[config.mk]
export PLATFORM = sky130hd
export DESIGN_NAME = coax_tx_sequencer
export DESIGN_NICKNAME = d
export VERILOG_FILES = /design/src/rtl/coax_pkg.sv /design/src/rtl/coax_msg_buffer.sv /design/src/rtl/coax_tx_sequencer.sv
export SDC_FILE = /design/constraint.sdc
export NUM_CORES = 1
export LEC_CHECK = 0
export ABC_AREA = 1
export CAP_MARGIN = 30
export CELL_PAD_IN_SITES_DETAIL_PLACEMENT = 1
export CELL_PAD_IN_SITES_GLOBAL_PLACEMENT = 2
export CORE_MARGIN = 2
export CORE_UTILIZATION = 43
export CTS_BUF_LIST = sky130_fd_sc_hd__clkbuf_16
export DETAILED_ROUTE_END_ITERATION = 6
export PLACE_DENSITY_LB_ADDON = 0.25
export SLEW_MARGIN = 20
export SYNTH_ARGS = -nofsm -noshare
export SYNTH_HDL_FRONTEND = slang
export SYNTH_SLANG_ARGS = --single-unit
[constraint.sdc]
create_clock -name clk -period 3.78 [get_ports clk]
set_clock_uncertainty 0.2 [all_clocks]
set_input_delay 0.756 -clock clk [delete_from_list [all_inputs] [get_ports clk]]
set_output_delay 0.756 -clock clk [all_outputs]
set_load 0.01 [all_outputs]
[src/rtl/coax_pkg.sv]
// Shared coax definitions: word width, sequencer state encodings, common command words.
package coax_pkg;

    localparam int COAX_WORD_WIDTH = 10;

    typedef logic [COAX_WORD_WIDTH-1:0] coax_word_t;

    typedef enum logic [2:0] {
        SEQ_IDLE  = 3'd0,
        SEQ_FETCH = 3'd1,
        SEQ_LOAD  = 3'd2,
        SEQ_WAIT  = 3'd3,
        SEQ_PAUSE = 3'd4
    } seq_state_t;

    // Common coax command words
    localparam coax_word_t WRITE_DATA = 10'b0000110001;

    function automatic int max_int(input int a, input int b);
        return (a > b) ? a : b;
    endfunction

endpackage

[src/rtl/coax_msg_buffer.sv]
// Message buffer: DEPTH x word simple dual-port RAM, synchronous write,
// synchronous read-before-write. The read register is cleared by reset so the
// sequencer's tx_data starts at zero; the array itself keeps its contents.
module coax_msg_buffer #(
    parameter int ADDR_WIDTH = 4,
    parameter int DATA_WIDTH = 10
) (
    input  logic                  clk,
    input  logic                  reset,
    input  logic                  wr_en,
    input  logic [ADDR_WIDTH-1:0] wr_addr,
    input  logic [DATA_WIDTH-1:0] wr_data,
    input  logic                  rd_en,
    input  logic [ADDR_WIDTH-1:0] rd_addr,
    output logic [DATA_WIDTH-1:0] rd_data
);

    logic [DATA_WIDTH-1:0] mem [2**ADDR_WIDTH];

    // Write port; no reset so stored messages survive a sequencer reset
    always_ff @(posedge clk) begin
        if (wr_en)
            mem[wr_addr] <= wr_data;
    end

    // Read port; same-edge write to the same address returns the old word
    always_ff @(posedge clk) begin
        if (reset)
            rd_data <= '0;
        else if (rd_en)
            rd_data <= mem[rd_addr];
    end

endmodule

[src/rtl/coax_tx_sequencer.sv]
// Plays a buffered sequence of coax words into coax_tx, one word per transmit
// slot, with fixed load window, minimum word spacing and optional repeat.
module coax_tx_sequencer
    import coax_pkg::*;
#(
    parameter int ADDR_WIDTH  = 4,
    parameter int LOAD_CYCLES = 8,
    parameter int GAP_CYCLES  = 33,
    parameter int REPEAT_GAP  = 1000
) (
    input  logic                       clk,
    input  logic                       reset,
    input  logic                       wr_en,
    input  logic [ADDR_WIDTH-1:0]      wr_addr,
    input  logic [COAX_WORD_WIDTH-1:0] wr_data,
    input  logic [ADDR_WIDTH:0]        length,
    input  logic                       start,
    input  logic                       repeat_en,
    input  logic                       abort,
    output logic                       tx_load,
    output logic [COAX_WORD_WIDTH-1:0] tx_data,
    input  logic                       tx_full,
    output logic                       busy,
    output logic                       done
);

    localparam int CNT_W = $clog2(max_int(GAP_CYCLES, REPEAT_GAP) + 1);

    localparam logic [CNT_W-1:0]    CNT_ONE   = 1;
    localparam logic [CNT_W-1:0]    CNT_MAX   = '1;
    localparam logic [CNT_W-1:0]    LOAD_LAST = CNT_W'(LOAD_CYCLES - 1);
    localparam logic [CNT_W-1:0]    GAP_LAST  = CNT_W'(GAP_CYCLES - 1);
    localparam logic [CNT_W-1:0]    REP_LAST  = CNT_W'(REPEAT_GAP - 1);
    localparam logic [ADDR_WIDTH:0] DEPTH_L   = {1'b1, {ADDR_WIDTH{1'b0}}};
    localparam logic [ADDR_WIDTH:0] LEN_ONE   = 1;
    localparam logic [ADDR_WIDTH-1:0] IDX_ONE = 1;

    seq_state_t            state;
    logic [ADDR_WIDTH-1:0] idx;
    logic [ADDR_WIDTH:0]   len;
    logic                  rep;
    logic                  abort_seen;
    logic [CNT_W-1:0]      cnt;
    logic                  last_word;

    assign last_word = ({1'b0, idx} + LEN_ONE) >= len;

    // The buffer's read register is the registered tx_data output
    coax_msg_buffer #(
        .ADDR_WIDTH (ADDR_WIDTH),
        .DATA_WIDTH (COAX_WORD_WIDTH)
    ) u_buf (
        .clk     (clk),
        .reset   (reset),
        .wr_en   (wr_en),
        .wr_addr (wr_addr),
        .wr_data (wr_data),
        .rd_en   (state == SEQ_FETCH),
        .rd_addr (idx),
        .rd_data (tx_data)
    );

    // Sequencer FSM with slot/pause counter and registered outputs
    always_ff @(posedge clk) begin
        if (reset) begin
            state      <= SEQ_IDLE;
            idx        <= '0;
            len        <= '0;
            rep        <= 1'b0;
            abort_seen <= 1'b0;
            cnt        <= '0;
            tx_load    <= 1'b0;
            busy       <= 1'b0;
            done       <= 1'b0;
        end else begin
            done <= 1'b0;
            case (state)
                SEQ_IDLE: begin
                    if (start && length != '0) begin
                        len        <= (length > DEPTH_L) ? DEPTH_L : length;
                        rep        <= repeat_en;
                        idx        <= '0;
                        abort_seen <= 1'b0;
                        busy       <= 1'b1;
                        state      <= SEQ_FETCH;
                    end
                end
                SEQ_FETCH: begin
                    if (abort) abort_seen <= 1'b1;
                    cnt     <= '0;
                    tx_load <= 1'b1;
                    state   <= SEQ_LOAD;
                end
                SEQ_LOAD: begin
                    if (abort) abort_seen <= 1'b1;
                    cnt <= cnt + CNT_ONE;
                    if (cnt == LOAD_LAST) begin
                        tx_load <= 1'b0;
                        state   <= SEQ_WAIT;
                    end
                end
                SEQ_WAIT: begin
                    if (abort) abort_seen <= 1'b1;
                    // saturate so a long tx_full stall never wraps back below GAP_LAST
                    if (cnt != CNT_MAX) cnt <= cnt + CNT_ONE;
                    if (cnt >= GAP_LAST && !tx_full) begin
                        if (abort_seen || abort || (last_word && !rep)) begin
                            busy  <= 1'b0;
                            done  <= 1'b1;
                            state <= SEQ_IDLE;
                        end else if (!last_word) begin
                            idx   <= idx + IDX_ONE;
                            state <= SEQ_FETCH;
                        end else begin
                            cnt   <= '0;
                            state <= SEQ_PAUSE;
                        end
                    end
                end
                SEQ_PAUSE: begin
                    if (abort) begin
                        busy  <= 1'b0;
                        done  <= 1'b1;
                        state <= SEQ_IDLE;
                    end else if (cnt == REP_LAST) begin
                        idx   <= '0;
                        state <= SEQ_FETCH;
                    end else begin
                        cnt <= cnt + CNT_ONE;
                    end
                end
                default: state <= SEQ_IDLE;
            endcase
        end
    end

endmodule

==> results of run 1 <==
## power by group through the flow
| stage | logic (uW) | registers [uW] | clock network [uW] |
|---|---|---|---|
| floorplan | 1670 | 2680 | 0 |
| global placement | 2230 | 2770 | 0 |
| detailed placement | 2320 | 2790 | 0 |
| CTS | 2340 | 2740 | 1840 |
| global route | 2620 | 2770 | 1920 |
| finish | 2330 | 2740 | 1810 |
## cells in the final DEF, fill, tap and decap left out, types with 6 or more instances in the layout
master and instances:
sky130_fd_sc_hd__clkbuf_16 17, sky130_fd_sc_hd__o211ai_1 60, sky130_fd_sc_hd__buf_4 16, sky130_fd_sc_hd__edfxtp_1 160
sky130_fd_sc_hd__inv_1 128, sky130_fd_sc_hd__nor2_1 53, sky130_fd_sc_hd__a21oi_1 56, sky130_fd_sc_hd__ha_1 8
sky130_fd_sc_hd__nor2_2 6, sky130_fd_sc_hd__nand3_1 98, sky130_fd_sc_hd__o21ai_0 45, sky130_fd_sc_hd__dfxtp_1 35
sky130_fd_sc_hd__nand2_1 127, sky130_fd_sc_hd__clkdlybuf4s50_1 38
## layout make-up
class	instances	area (um^2)	area share
flip-flops and latches	197	5550	0.554
inverters	131	492	0.0491
repair buffers	55	528	0.0527
clock inverters	15	160	0.0160
well taps	270	338	0.0337
multi-input cells	487	2520	0.252
clock buffers	17	425	0.0425
## flip-flops by register name, summed over array words and instances, names as in the netlist
register       count
idx                4
u_buf.mem        160
abort_seen         1
busy               1
rep                1
u_buf.rd_data     10
done               1
cnt               10
state              3
len                5
tx_load            1
## final timing paths
kind,endpoint,cells past startpoint
setup reg to reg,u_buf.rd_data[3],9
hold / removal,abort_seen,2
hold reg to reg,abort_seen,2
setup / recovery,u_buf.rd_data[3],9
## critical path, cell delays in order, from the launching register on
cell and delay, ns:
sky130_fd_sc_hd__dfxtp_4 0.53, sky130_fd_sc_hd__buf_4 0.51, sky130_fd_sc_hd__buf_4 0.70, sky130_fd_sc_hd__a21oi_1 0.15, sky130_fd_sc_hd__o21ai_0 0.16, sky130_fd_sc_hd__nand3_1 0.15
sky130_fd_sc_hd__nand3_1 0.13, sky130_fd_sc_hd__nand3_1 0.14, sky130_fd_sc_hd__o211ai_1 0.14, sky130_fd_sc_hd__inv_1 0.06
## metrics by stage
step | hold slack, ns | instance area (um^2) | util | cells | total power (uW)
finish | 0.277 | 10000 | 0.498 | 1172 | 6880
global route | 0.303 | 10000 | 0.498 | 1172 | 7310
CTS | 0.279 | 9960 | 0.495 | 1167 | 6920
detailed placement | 0.266 | 9370 | 0.466 | 1135 | 5110
global placement | 0.247 | 9340 | 0.464 | 1131 | 5010
floorplan | 0.240 | 8740 | - | 857 | 4350
## kinds of logic after synthesis
kind of cell,synth area share
XOR/XNOR,0.00401
AND/OR/NAND/NOR,0.155
buffers and inverters,0.0777
AO/OA/AOI/OAI,0.118
flip-flops,0.634
adder cells (fa/ha/maj),0.0115
## metal layers
| layer | share of wire | track usage |
|---|---|---|
| met4 | 0.020 | 0.0782 |
| met3 | 0.042 | 0.0394 |
| met2 | 0.48 | 0.368 |
| met1 | 0.46 | 0.311 |
| met5 | 0 | 0 |
==> results.md, run 1 <==
- Result of the run: finished clean
- Least setup slack across all paths after layout: 0.718 ns
- Cells after Synth: 857
- Max Cap Violations: 0
- Biggest fanout along the worst timing path: between 80 and 90
- Most frequently used cell type in the post-synthesis netlist: sky130_fd_sc_hd__edfxtp_1
- Switching power share of the total: 0.383
- Post-route minimum period: 3.06 ns
- Synth Flop Type: sky130_fd_sc_hd__edfxtp_1
- Final-report setup violation count: 0
- Via count of the first global-routing pass: 6475
- Kind of capture point of the worst setup path: flip-flop
- Cell type with the largest total area after synthesis: sky130_fd_sc_hd__edfxtp_1
- Clock root buffer: sky130_fd_sc_hd__clkbuf_16
- Die span in y: 147 um
- Antenna violations before repair: 0
- Number of nets in the finished design: between 900 and 1k
- Sequential element share of the synthesized area: 0.634
- Sequential fraction of design power: 0.398
- Fraction of layout instances using a drive strength above 1: 0.0765
- WP data arrival: 3.19 ns
- Worst slew margin: 0.380
- Flop and latch count out of synthesis: 197
- Net switching power: between 2000 and 3000 uW
- Worst VDD drop: 0.352 mV
- EDFF count, synth: 160
- Routability Congestion: 0.813
- Clock tree from TritonCTS: yes
- Total via count after detailed routing: 6320
- Area growth from synthesis to final layout: 14.5%
- Clock Pin Slew Worst Setup and Hold Paths: 0.08 ns
- HP Class: flip-flop to flip-flop
- Start of the worst register-to-register path: idx[0]
- P_leak: 0.00376 uW
- Nature of the critical path startpoint: flip-flop
- Placement Setup Slack: 0.719 ns
- Clock latency reported for the late side of the worst-skew pair: around 0.44 ns
- Cell types with the largest area share after synthesis: sky130_fd_sc_hd__edfxtp_1, sky130_fd_sc_hd__dfxtp_1, sky130_fd_sc_hd__nand3_1
- # H-tree levels: 4
- Maximum clock frequency: about 330 MHz
- Design internal power: 4240 uW
- Required time of the worst setup path: 3.91 ns
- Residual DRC count: 0
- Area share of the largest cell type after synthesis: 0.550
- Final routed wire length divided by cell count: roughly 20 um
- Sum Neg Setup Slack: 0 ns
- Asr flop ratio synth: 0
- Setup fix buffers added after clock tree synthesis: 0
- Clock power share: 0.263
- Antenna Violating Nets Remaining: 0
- Startpoint of the worst setup timing path: idx[0]
- CTS max path bufs: 2
- Critical Setup Path Class: flip-flop to flip-flop
- Hold violation count in the final report: 0
- Drt initial violations: 446
- Area enclosed by the die boundary: 21500 um^2
- Slew Viols, Final: 0
- Number of fill cells: 2195
- Chip width: ~150 um
- Core Footprint: 20100 um^2
- Overall global routing resource usage: 0.227
- Slew at the pin with the worst max-slew slack: 0.926 ns
- Effective utilization at floorplan: 0.435
- Startpoint of the tightest hold check path: abort_seen
- Warnings, synthesis: 0
- R2r setup slk: 0.72 ns
- Maximum number of pins on one net before global-route repair: 82
- Router iterations before antenna repair: 6
- Port Buf Inserts: 38
- Portion of total power attributed to combinational logic: 0.338
- Cell area power density: about 700 nW/um^2
- Number of nets in the synthesized netlist: 891
- Site row count: 52
- Number of ports placed on the die boundary: 39
- Post_cts resized: 0
- Global-route wire length before repair: 36900 um
- RSZ-0062 raised after global routing: false
- Post-synthesis area per instance: between 10 and 15 um^2
- Hpwl dp: approximately 16000 um
- Count of cell types in the netlist: 31
- Aggregate routed wire length: 23800 um
- Final period util: 0.810
- DR vias/cell: ~5.4
- Count of inserted antenna diode cells: 0
- CTS buffer count: 17
- Cts hold-fix bufs: 0
- Top cell types by occurrence after synthesis: sky130_fd_sc_hd__edfxtp_1, sky130_fd_sc_hd__inv_1, sky130_fd_sc_hd__nand2_1
- Post-synthesis cell area: 8740 um^2
- Clk sinks: 197
- Global-route congestion overflow total: 0
Note: power is estimated with default switching activity, not from simulation.
==> inputs of run 2 (changes only) <==
- CORE_UTILIZATION: 43 -> 40
- clock period: 3.78 -> 3.1 ns (I/O delays scaled with it)
==> run 2 against run 1 <==
Compared with the run above:
- non-clock buffer count up 13
- hold slack worse by 0.010 ns
- wire length down 3.7%
- via count shrank 0.30%
- critical endpoint is now cnt[2]
- highest routed layer unchanged
==> results.md, run 2 (synthesis gave the netlist of run 1 again) <==
- Result of the run: finished clean
- Core Footprint: 21600 um^2 (+7.5%)
- Hpwl dp: 15100 um (-4.5%)
- Post-route minimum period: 2.54 ns (-0.520 ns)
- Max Cap Violations: 0 (unchanged)
- Antenna violations before repair: 0 (unchanged)
- Number of fill cells: 2391 (+8.9%)
- Routability Congestion: 0.806 (-0.85%)
- Final standard cell utilization of the core: 0.467 (-0.0313)
- Clock root buffer: sky130_fd_sc_hd__clkbuf_16
- Number of ports placed on the die boundary: 39 (unchanged)
- Most frequent cells in the layout: sky130_fd_sc_hd__edfxtp_1, sky130_fd_sc_hd__inv_1, sky130_fd_sc_hd__nand2_1, sky130_fd_sc_hd__nand3_1, sky130_fd_sc_hd__o211ai_1
- Site row count: 54 (+3.8%)
- Worst slew margin: 0.507 (+0.127)
- Clk sinks: 197 (unchanged)
- Global-route congestion overflow total: 0 (unchanged)
- Total via count after detailed routing: 6301 (-0.30%)
- CTS max path bufs: 2 (unchanged)
- Grt met3 use: 0.0274 (-0.0120)
- Via count of the first global-routing pass: 6739 (+4.1%)
- Critical Setup Path Class: flip-flop to flip-flop
- Overall global routing resource usage: 0.203 (-0.0239)
- CTS buffer count: 17 (unchanged)
- Slew Viols, Final: 0 (unchanged)
- Cell count after placement: 1163 (+2.5%)
- Count of inserted antenna diode cells: 0 (unchanged)
- Fraction of layout instances using a drive strength above 1: 0.0885 (+0.0120)
- Reg with most FFs: u_buf.mem
- Antenna Violating Nets Remaining: 0 (unchanged)
- Buffers and inverters on the worst path: 1 (-2)
- Met1 routing resource usage after global routing: 0.262 (-0.0492)
- Port Buf Inserts: 38 (unchanged)
- Total non-filler cell area in the finished layout: 10100 um^2 (+0.79%)
- Global-route wire length before repair: 36800 um (-0.23%)
- DR vias/cell: 5.27 (-2.2%)
- GRT met2 Usage: 0.359 (-0.00922)
- Hold violation count in the final report: 0 (unchanged)
- Least setup slack across all paths after layout: 0.558 ns (-0.160 ns)
- CP dominant cell by count: sky130_fd_sc_hd__nand2_1
- Clock Pin Slew Worst Setup and Hold Paths: 0.08 ns (about the same)
- Die span in y: 152 um (+3.6%)
- Final-report setup violation count: 0 (unchanged)
- Most heavily used metal layer in global routing: met2
- Residual DRC count: 0 (unchanged)
- # H-tree levels: 4 (unchanged)
- Largest register FFs: 160 (unchanged)
- Aggregate routed wire length: 22900 um (-3.7%)
- Placement Setup Slack: 0.552 ns (-0.166 ns)
- Biggest fanout along the worst timing path: 9 (-89%)
- Clock latency reported for the late side of the worst-skew pair: 0.44 ns (about the same)
- Required time of the worst setup path: 3.21 ns (-0.70 ns)
- Router iterations before antenna repair: 4 (-2)
- Critical Path, Cell by Cell: nand3_1, xor2_1, inv_1, ha_1, nand2_1, nor2_1, nand2_1, nand3_1, nand4_2, nand2_1, nand2_1, nand2_1, a21oi_1
- Cell area power density: 831 nW/um^2 (+21%)
- Area enclosed by the die boundary: 23100 um^2 (+7.3%)
- WP data arrival: 2.65 ns (-0.54 ns)
- Total placed instance area: 9530 um^2 (+1.7%)
- Worst VDD drop: 0.434 mV (+23%)
- Chip width: 152 um (+3.6%)
- Post_cts resized: 0 (unchanged)
- Maximum number of pins on one net before global-route repair: 163 (+99%)
- Most common cell after layout, fill and taps aside: sky130_fd_sc_hd__edfxtp_1
- Cts hold-fix bufs: 0 (unchanged)
- Biggest cell delay along the critical path: 0.38 ns (-0.32 ns)
- Final routed wire length divided by cell count: 19.2 um (-5.6%)
- Number of standard cells in the layout, taps in and fillers out: 1195 (+2.0%)
- Slew at the pin with the worst max-slew slack: 0.738 ns (-0.188 ns)
- Sum Neg Setup Slack: 0 ns (unchanged)
- Kind of capture point of the worst setup path: flip-flop
- Setup fix buffers added after clock tree synthesis: 0 (unchanged)
- Drt initial violations: 475 (+6.5%)
- RSZ-0062 raised after global routing: false
- Top delay family on crit path: simple AND/OR/NAND/NOR gates
- Largest regs: u_buf.mem: 160 flops, cnt: 10 flops, u_buf.rd_data: 10 flops
- Number of nets in the finished design: 936 (+1.4%)
- HP Class: flip-flop to flip-flop
- Effective utilization at floorplan: 0.404 (-0.0305)
- P_leak: 0.00380 uW (+1.2%)
- Clock tree from TritonCTS: yes
- Nature of the critical path startpoint: flip-flop
- Maximum clock frequency: 393 MHz (+20%)
- Area growth from synthesis to final layout: 15.4%
- Final period util: 0.820 (+0.0100)
- Cell type of the slowest stage on the worst timing path: sky130_fd_sc_hd__dfxtp_1
[run 2: power by group]
group	internal, uW	switching [uW]	leakage, uW	total (uW)
logic	999	1990	0.00178	2990
clock network	1070	1070	0.000272	2130
registers	3080	183	0.00175	3260
[run 2: final timing paths]
| check | startpoint | cells after the start | slack, ns | to |
|---|---|---|---|---|
| worst min-delay path | busy | 2 | 0.27 | busy |
| worst min register to register | busy | 2 | 0.27 | busy |
| worst max register to register | idx[2] | 13 | 0.56 | cnt[2] |
| worst max-delay path | idx[2] | 13 | 0.56 | cnt[2] |
[run 2: metal layers]
layer | up-vias | part of all wire
met1 | 3129 | 0.45
met5 | - | 0
met3 | 21 | 0.032
met2 | 111 | 0.50
met4 | 0 | 0.015
li1 | 3040 | -
[run 2: layout make-up]
| class | count | area [um^2] | area share |
|---|---|---|---|
| multi-input combinational | 487 | 2520 | 0.249 |
| tap | 280 | 350 | 0.0347 |
| timing repair buffer | 68 | 618 | 0.0612 |
| clock inverter | 15 | 139 | 0.0138 |
| clock buffer | 17 | 425 | 0.0422 |
| inverter | 131 | 492 | 0.0487 |
| sequential | 197 | 5550 | 0.550 |
[run 2: worst min-delay path, stage by stage (launching register included)]
cell	delay, ns
sky130_fd_sc_hd__dfxtp_1	0.31
sky130_fd_sc_hd__nand2_1	0.06
sky130_fd_sc_hd__a21oi_1	0.05
[run 2: metrics by stage]
step | total power [uW] | hold WS, ns
final | 8390 | 0.266
after global routing | 8950 | 0.305
after CTS | 8460 | 0.272
after detailed placement | 6300 | 0.259
after global placement | 6170 | 0.245
after floorplan | 5310 | 0.240
